$ cat config.mk
export PLATFORM = sky130hd
export DESIGN_NAME = decim_fir
export DESIGN_NICKNAME = d
export VERILOG_FILES = /design/src/rtl/decim_fir.sv
export SDC_FILE = /design/constraint.sdc
export NUM_CORES = 1
export LEC_CHECK = 0
export CORE_ASPECT_RATIO = 0.9
export CORE_UTILIZATION = 43
export CTS_CLUSTER_SIZE = 8
export DETAILED_ROUTE_END_ITERATION = 10
export PLACE_DENSITY = 0.69
export SLEW_MARGIN = 20
export SYNTH_ARGS = -nofsm -noshare
export SYNTH_HDL_FRONTEND = slang
export SYNTH_SLANG_ARGS = --single-unit
$ cat constraint.sdc
create_clock -name clk -period 3.8 [get_ports clk]
set_input_delay 0.38 -clock clk [delete_from_list [all_inputs] [get_ports clk]]
set_output_delay 0.38 -clock clk [all_outputs]
set_load 0.1 [all_outputs]
$ cat src/rtl/decim_fir.sv
`default_nettype none
// ============================================================================
// Module      : decim_fir
// Description : Decimate-by-DECIM 4-tap FIR, h = {+1/2, -1/2, -1/2, +1/2}.
//               Define DECIM_ROUND_EN for a single final round-half-up
//               instead of per-tap truncation toward zero.
// Revision    : 1.0  initial release
// ============================================================================
module decim_fir #(
    parameter int IN_W  = 15,
    parameter int OUT_W = 18,
    parameter int DECIM = 2,
    localparam int PH_W = (DECIM > 1) ? $clog2(DECIM) : 1
) (
    input  logic                    clk,
    input  logic                    rst,
    input  logic                    sync,
    input  logic                    in_valid,
    input  logic signed [IN_W-1:0]  xin,
    output logic                    out_valid,
    output logic signed [OUT_W-1:0] out,
    output logic [PH_W-1:0]         phase
);

    localparam logic [PH_W-1:0] c_PH_LAST = PH_W'(DECIM - 1);
    localparam logic [PH_W-1:0] c_PH_ONE  = PH_W'(1);

    logic signed [IN_W-1:0]  r_d [4];
    logic [PH_W-1:0]         r_phase;
    logic signed [OUT_W-1:0] r_out;
    logic                    r_out_valid;

    // Delay line as it will look after this cycle's shift.
    logic signed [IN_W-1:0]  w_n [4];
    logic signed [OUT_W-1:0] w_x [4];
    logic signed [OUT_W-1:0] w_res;

    assign w_n[0] = xin;
    assign w_n[1] = r_d[0];
    assign w_n[2] = r_d[1];
    assign w_n[3] = r_d[2];

    generate
        for (genvar k = 0; k < 4; k++) begin : g_tap
`ifdef DECIM_ROUND_EN
            assign w_x[k] = {{(OUT_W-IN_W){w_n[k][IN_W-1]}}, w_n[k]};
`else
            // Bias negative samples by one so the shift truncates toward zero.
            logic signed [IN_W-1:0] w_half;
            assign w_half = (w_n[k] + $signed({{(IN_W-1){1'b0}}, w_n[k][IN_W-1]})) >>> 1;
            assign w_x[k] = {{(OUT_W-IN_W){w_half[IN_W-1]}}, w_half};
`endif
        end
    endgenerate

`ifdef DECIM_ROUND_EN
    localparam logic signed [OUT_W-1:0] c_ONE = 1;
    logic signed [OUT_W-1:0] w_sum;
    assign w_sum = w_x[0] - w_x[1] - w_x[2] + w_x[3];
    assign w_res = (w_sum + c_ONE) >>> 1;
`else
    assign w_res = w_x[0] - w_x[1] - w_x[2] + w_x[3];
`endif

    always_ff @(posedge clk) begin
        if (rst) begin
            for (int k = 0; k < 4; k++) r_d[k] <= '0;
            r_phase     <= '0;
            r_out       <= '0;
            r_out_valid <= 1'b0;
        end else begin
            r_out_valid <= 1'b0;
            if (in_valid) begin
                for (int k = 0; k < 4; k++) r_d[k] <= w_n[k];
                if (sync) begin
                    // Sample starts a fresh frame; any pending output is dropped.
                    r_phase <= c_PH_ONE;
                end else if (r_phase == c_PH_LAST) begin
                    r_phase     <= '0;
                    r_out       <= w_res;
                    r_out_valid <= 1'b1;
                end else begin
                    r_phase <= r_phase + c_PH_ONE;
                end
            end else if (sync) begin
                r_phase <= '0;
            end
        end
    end

    assign out       = r_out;
    assign out_valid = r_out_valid;
    assign phase     = r_phase;

endmodule
`default_nettype wire

# --- Word level (Yosys, flattened, before mapping) ---
# Memories as Yosys holds them, arrays and structs flattened.
# Index checks and enable logic that the tools add are counted.
word_totals:
  regBits: 20
  mem_bits_rw: 60
  memories: 1
mem_list:
  columns: ["memory", "depth", "width", "read_ports", "rd_ports_with_merged_regs", "write_ports", "line", "source"]
  rows:
  - ["r_d", 4, 15, 3, 0, 4, "28", "logic signed [IN_W-1:0] r_d [4];"]
op_classes:
  n_addsub: 8
  n_mux: 14
  bitwise_logic: 6
  n_reduce_logical: 3
op_table:
  columns: ["cell", "count"]
  rows:
  - ["15-bit by 2-bit adder with 15-bit output", 4]
  - ["15-bit two-way mux", 4]
  - ["16-bit by 14-bit adder with 17-bit output", 1]
  - ["15-bit by 14-bit subtractor with 16-bit output", 1]
  - ["14-bit by 14-bit subtractor with 15-bit output", 1]
  - ["1-bit two-way mux", 10]
  - ["1-bit OR", 4]
  - ["3-bit AND reduction", 1]
  - ["3-bit OR reduction", 1]
  - ["1-bit NOT", 2]
  - ["2-bit nonzero test", 1]
  - ["1-bit adder, second input constant", 1]

# --- Logic depth before layout (Yosys ltp) ---
logic_depth:
  word_depth: 4
  depth_mapped: 18
  mapped_depth_nobuf: 17

# --- Least setup slack after synthesis ---
# Ideal clock, no wire load.
synth_path:
  path_type: "input port to flip-flop"
  start: "input port xin[0]"
  end: "register r_out[14] (netlist: out[14])"
  arrival_time_ns: 4.011
  setup_slack_ns: -0.330
  stages: 15
  path_buffers: 0
  cell_sequence: "and2_1 ha_1 and3_1 and3_1 xor2_1 fa_1 inv_1 fa_1 inv_1 ha_1 and3_2 a221oi_2 nor4_1 or4_1 a32o_1"
synth_via:
  elab_chain_cells: 4
synth_rtl:
  columns: ["item", "line", "source"]
  rows:
  - ["start: declaration", "19", "input logic signed [IN_W-1:0] xin,"]
  - ["15-bit by 2-bit adder with 15-bit output", "50", "assign w_half = (w_n[k] + $signed({{(IN_W-1){1'b0}}, w_n[k][IN_W-1]})) >>> 1;"]
  - ["14-bit by 14-bit subtractor with 15-bit output", "62", "assign w_res = w_x[0] - w_x[1] - w_x[2] + w_x[3];"]
  - ["15-bit by 14-bit subtractor with 16-bit output", "62", null]
  - ["16-bit by 14-bit adder with 17-bit output", "62", null]
  - ["end signal: assignment", "80", "r_out <= w_res;"]
  - ["end: declaration", "30", "logic signed [OUT_W-1:0] r_out;"]
# Every way passes these cells.
# A chain may end at the register's enable or synchronous reset.

==> flow_metrics.env <==
export IMPL_grt_antenna_before_repair=0
export IMPL_power_density_nw_per_um2=538.4
export IMPL_tightest_slew_ns=1.047
export IMPL_setup_viol=5
export IMPL_crit_family="adder cells"
export IMPL_htree_levels=3
export IMPL_tritoncts="done"
export IMPL_layout_nets=678
export IMPL_leakagePower_nw=2.871
export IMPL_wl_met2_mm=5.430
export IMPL_clockRootBuffer="clkbuf_16"
export IMPL_syn2layout_area_growth_pct=45.35
export IMPL_die_h_um=100.7
export IMPL_synth_edff_count=45
export IMPL_drt_wl_total_mm=10.85
export IMPL_worstPathRequired_ns=4.02
export IMPL_drtIter0Drc=162
export IMPL_timing_final_crit_period_ns=3.950
export IMPL_syn_inst=468
export IMPL_cp_arrival_ns=4.17
export IMPL_dieArea_um2=11250
export IMPL_wl_met3_um=439
export IMPL_clk_pin_slew_worst_paths_ns=0.06
export IMPL_critPathBufInv=2
export IMPL_max_stage_delay_ns=0.53
export IMPL_end_kind="flip-flop"
export IMPL_syn_area_per_cell_um2=9.951
export IMPL_setup_tns_final_ns=-0.4881
export IMPL_crit_path_top_delay_cell="fa_1"
export IMPL_final_cell_area_um2=6769
export IMPL_vdd_drop_max_uv=295.3
export IMPL_grt_pass1_wl_mm=17.68
export IMPL_overflow=0
export IMPL_finalCritPeriodShare_pct=103.9
export IMPL_drv_cap=0
export IMPL_startpoint="r_d[0][0]"
export IMPL_drtAntennaViolNets=0
export IMPL_dp_cells=711
export IMPL_vias=3679
export IMPL_final_layout_size_suffix_gt1_share_pct=33.88
export IMPL_ctsHoldBuffers=0
export IMPL_grt_pass1_vias=3765
export IMPL_start_util_pct=44.87
export IMPL_syn_nets=536
export IMPL_hp_class="flip-flop to flip-flop"
export IMPL_highest_layer="met4"
export IMPL_stdcell_count=743
export IMPL_rsz0062_at_grt="yes"
export IMPL_yosysMostFrequentCell="inv_1"
export IMPL_critPathLaunchType="flip-flop"
export IMPL_clk_path_buf_depth=2
export IMPL_antenna_cells=0
export IMPL_synth_top_cells_by_count="inv_1 (62), and2_1 (49), edfxtp_1 (45)"
export IMPL_dpl_hpwl_mm=7.932
export IMPL_reg2reg_from="r_d[0][0]"
export IMPL_outcome="finished with violations"
export IMPL_ys_types=47
export IMPL_drc=3
export IMPL_finalMaxSlewViolations=0
export IMPL_cts_num_sinks=64
export IMPL_syn_area_um2=4657
export IMPL_finClkSkew_ns=0.008314
export IMPL_insertion_delay_ns=0.34
export IMPL_nFillCells=786
export IMPL_gp_congestion=0.8056
export IMPL_wl_met1_mm=4.762
export IMPL_maxSlewHeadroom_pct=30.17
export IMPL_async_flop_share_pct=0
export IMPL_ys_flop_type="edfxtp_1"
export IMPL_finalWorstSetupSlack_ns=-0.1497
export IMPL_cts_buffers_inserted=9
export IMPL_regToRegSetupSlack_ns=-0.15
export IMPL_rows=35
export IMPL_critical_path_class="flip-flop to flip-flop"
export IMPL_fmax_mhz=253.2
export IMPL_ys_ff_latch=64
export IMPL_drt_pre_antenna_iters=7
export IMPL_yosys_area_top_type="edfxtp_1"
export IMPL_reg2reg_to="out[14]"
export IMPL_ios=39
export IMPL_violations="DRC, setup timing"
export IMPL_grt_max_degree=47
export IMPL_r2r_cells=17
export IMPL_path_cells="and2_4, ha_4, and3_4, nand3_4, nor2_4, nand3_2, xnor2_2, fa_1, inv_2, fa_1, inv_2, ha_4, a21oi_4, o21a_1, nor3_1, or4_1, a32o_1"
export IMPL_fp_dieW_um=111.7
export IMPL_placed_area_um2=6041
export IMPL_synth_top_area_share_pct=29.02
export IMPL_synth_warning_count=0
export IMPL_core_area_um2=10380
export IMPL_track_usage_pct=20.47
export IMPL_viasPerCell=4.952
export IMPL_worstPathMaxFanout=5
export IMPL_post_drt_wl_per_cell_um=14.60
export IMPL_critical_path_endpoint="out[14]"
export IMPL_port_buffers=38
export IMPL_cp_depth=17
export IMPL_ys_top_cells_by_area="edfxtp_1 (29%), fa_1 (12%), dfxtp_1 (8.2%)"
export IMPL_ys_seq_area_share_pct=37.18
export IMPL_hold_viol=0
flip-flops by register name (all words and copies together) (netlist names):
signal / flops
out: 17
out_valid: 1
phase: 1
r_d: 45
worst min-delay path, stage by stage (launching register included):
cell     delay, ns
dfxtp_1       0.31
nand2_1       0.05
o21ai_1       0.05
worst min path at each step:
stage	from	to	slack, ns	cells after the start
after floorplan	rst	phase	0.45	1
after CTS	out[9]	out[9]	0.46	2
after global routing	out[3]	out[3]	0.48	2
after global placement	out[7]	out[7]	0.43	2
final	out[9]	out[9]	0.45	2
after detailed placement	out[5]	out[5]	0.44	2
layout make-up:
class / instances / area, µm² / share of cell area, %
Tap cell: 129 / 161.4 / 2.384
Clock buffer: 9 / 225.2 / 3.327
Inverter: 62 / 232.7 / 3.438
Multi-Input combinational cell: 332 / 3178 / 46.95
Timing Repair Buffer: 141 / 1170 / 17.28
Sequential cell: 64 / 1732 / 25.58
Clock inverter: 6 / 70.07 / 1.035
logic make-up (layout without fill, tap and decap cells):
| kind of cell | after synthesis | after routing | share of synthesized area [%] |
|---|---|---|---|
| adders and majority gates | 49 | 49 | 17.84 |
| DFF | 64 | 64 | 37.18 |
| xor gates and xnor gates | 65 | 65 | 12.22 |
| AOI/OAI and AO/OA | 61 | 61 | 9.028 |
| buffers and inverters | 72 | 218 | 5.884 |
| and+or+nand+nor | 157 | 157 | 17.84 |
cells in the final DEF, fill, tap and decap left out, types with 8 or more instances in the layout:
cell type	n
edfxtp_1	45
inv_1	50
and2_1	46
o21ai_0	9
ha_4	14
nor2_1	8
clkdlybuf4s50_1	33
nand2_1	33
xor2_1	32
clkbuf_16	9
fa_1	28
nand4_1	11
dfxtp_1	19
nand3_1	12
xnor2_1	21
inv_2	12
buf_4	100
metal layers:
| layer | GRT usage [%] | vias to the layer above |
|---|---|---|
| li1 | - | 1859 |
| met1 | 24.60 | 1719 |
| met2 | 36.88 | 86 |
| met3 | 3.608 | 15 |
| met4 | 7.588 | 0 |
| met5 | 0 | - |
what timing repair did:
item                                   CTS  global route
gates resized for setup                 48            30
buffers inserted                        12             6
setup endpoints to repair               11            11
pin swaps                               40            33
endpoints found under the hold margin    0             0
stage by stage:
stage	setup WS, ns	utilization [%]	power, mW	hold WS [ns]
after floorplan	-0.06193	-	1.870	0.4524
after global placement	-0.7303	58.20	2.454	0.4344
after CTS	-0.1716	63.75	3.507	0.4569
after global routing	-0.3202	65.22	3.856	0.4766
after detailed placement	-0.8824	58.20	2.492	0.4434
final	-0.1497	65.22	3.644	0.4466
where the power goes:
part	internal, mW	switching, mW
combinational	0.979	0.988
clock	0.507	0.333
sequential	0.802	0.0341
No activity file was read; power rests on OpenSTA's default activity.
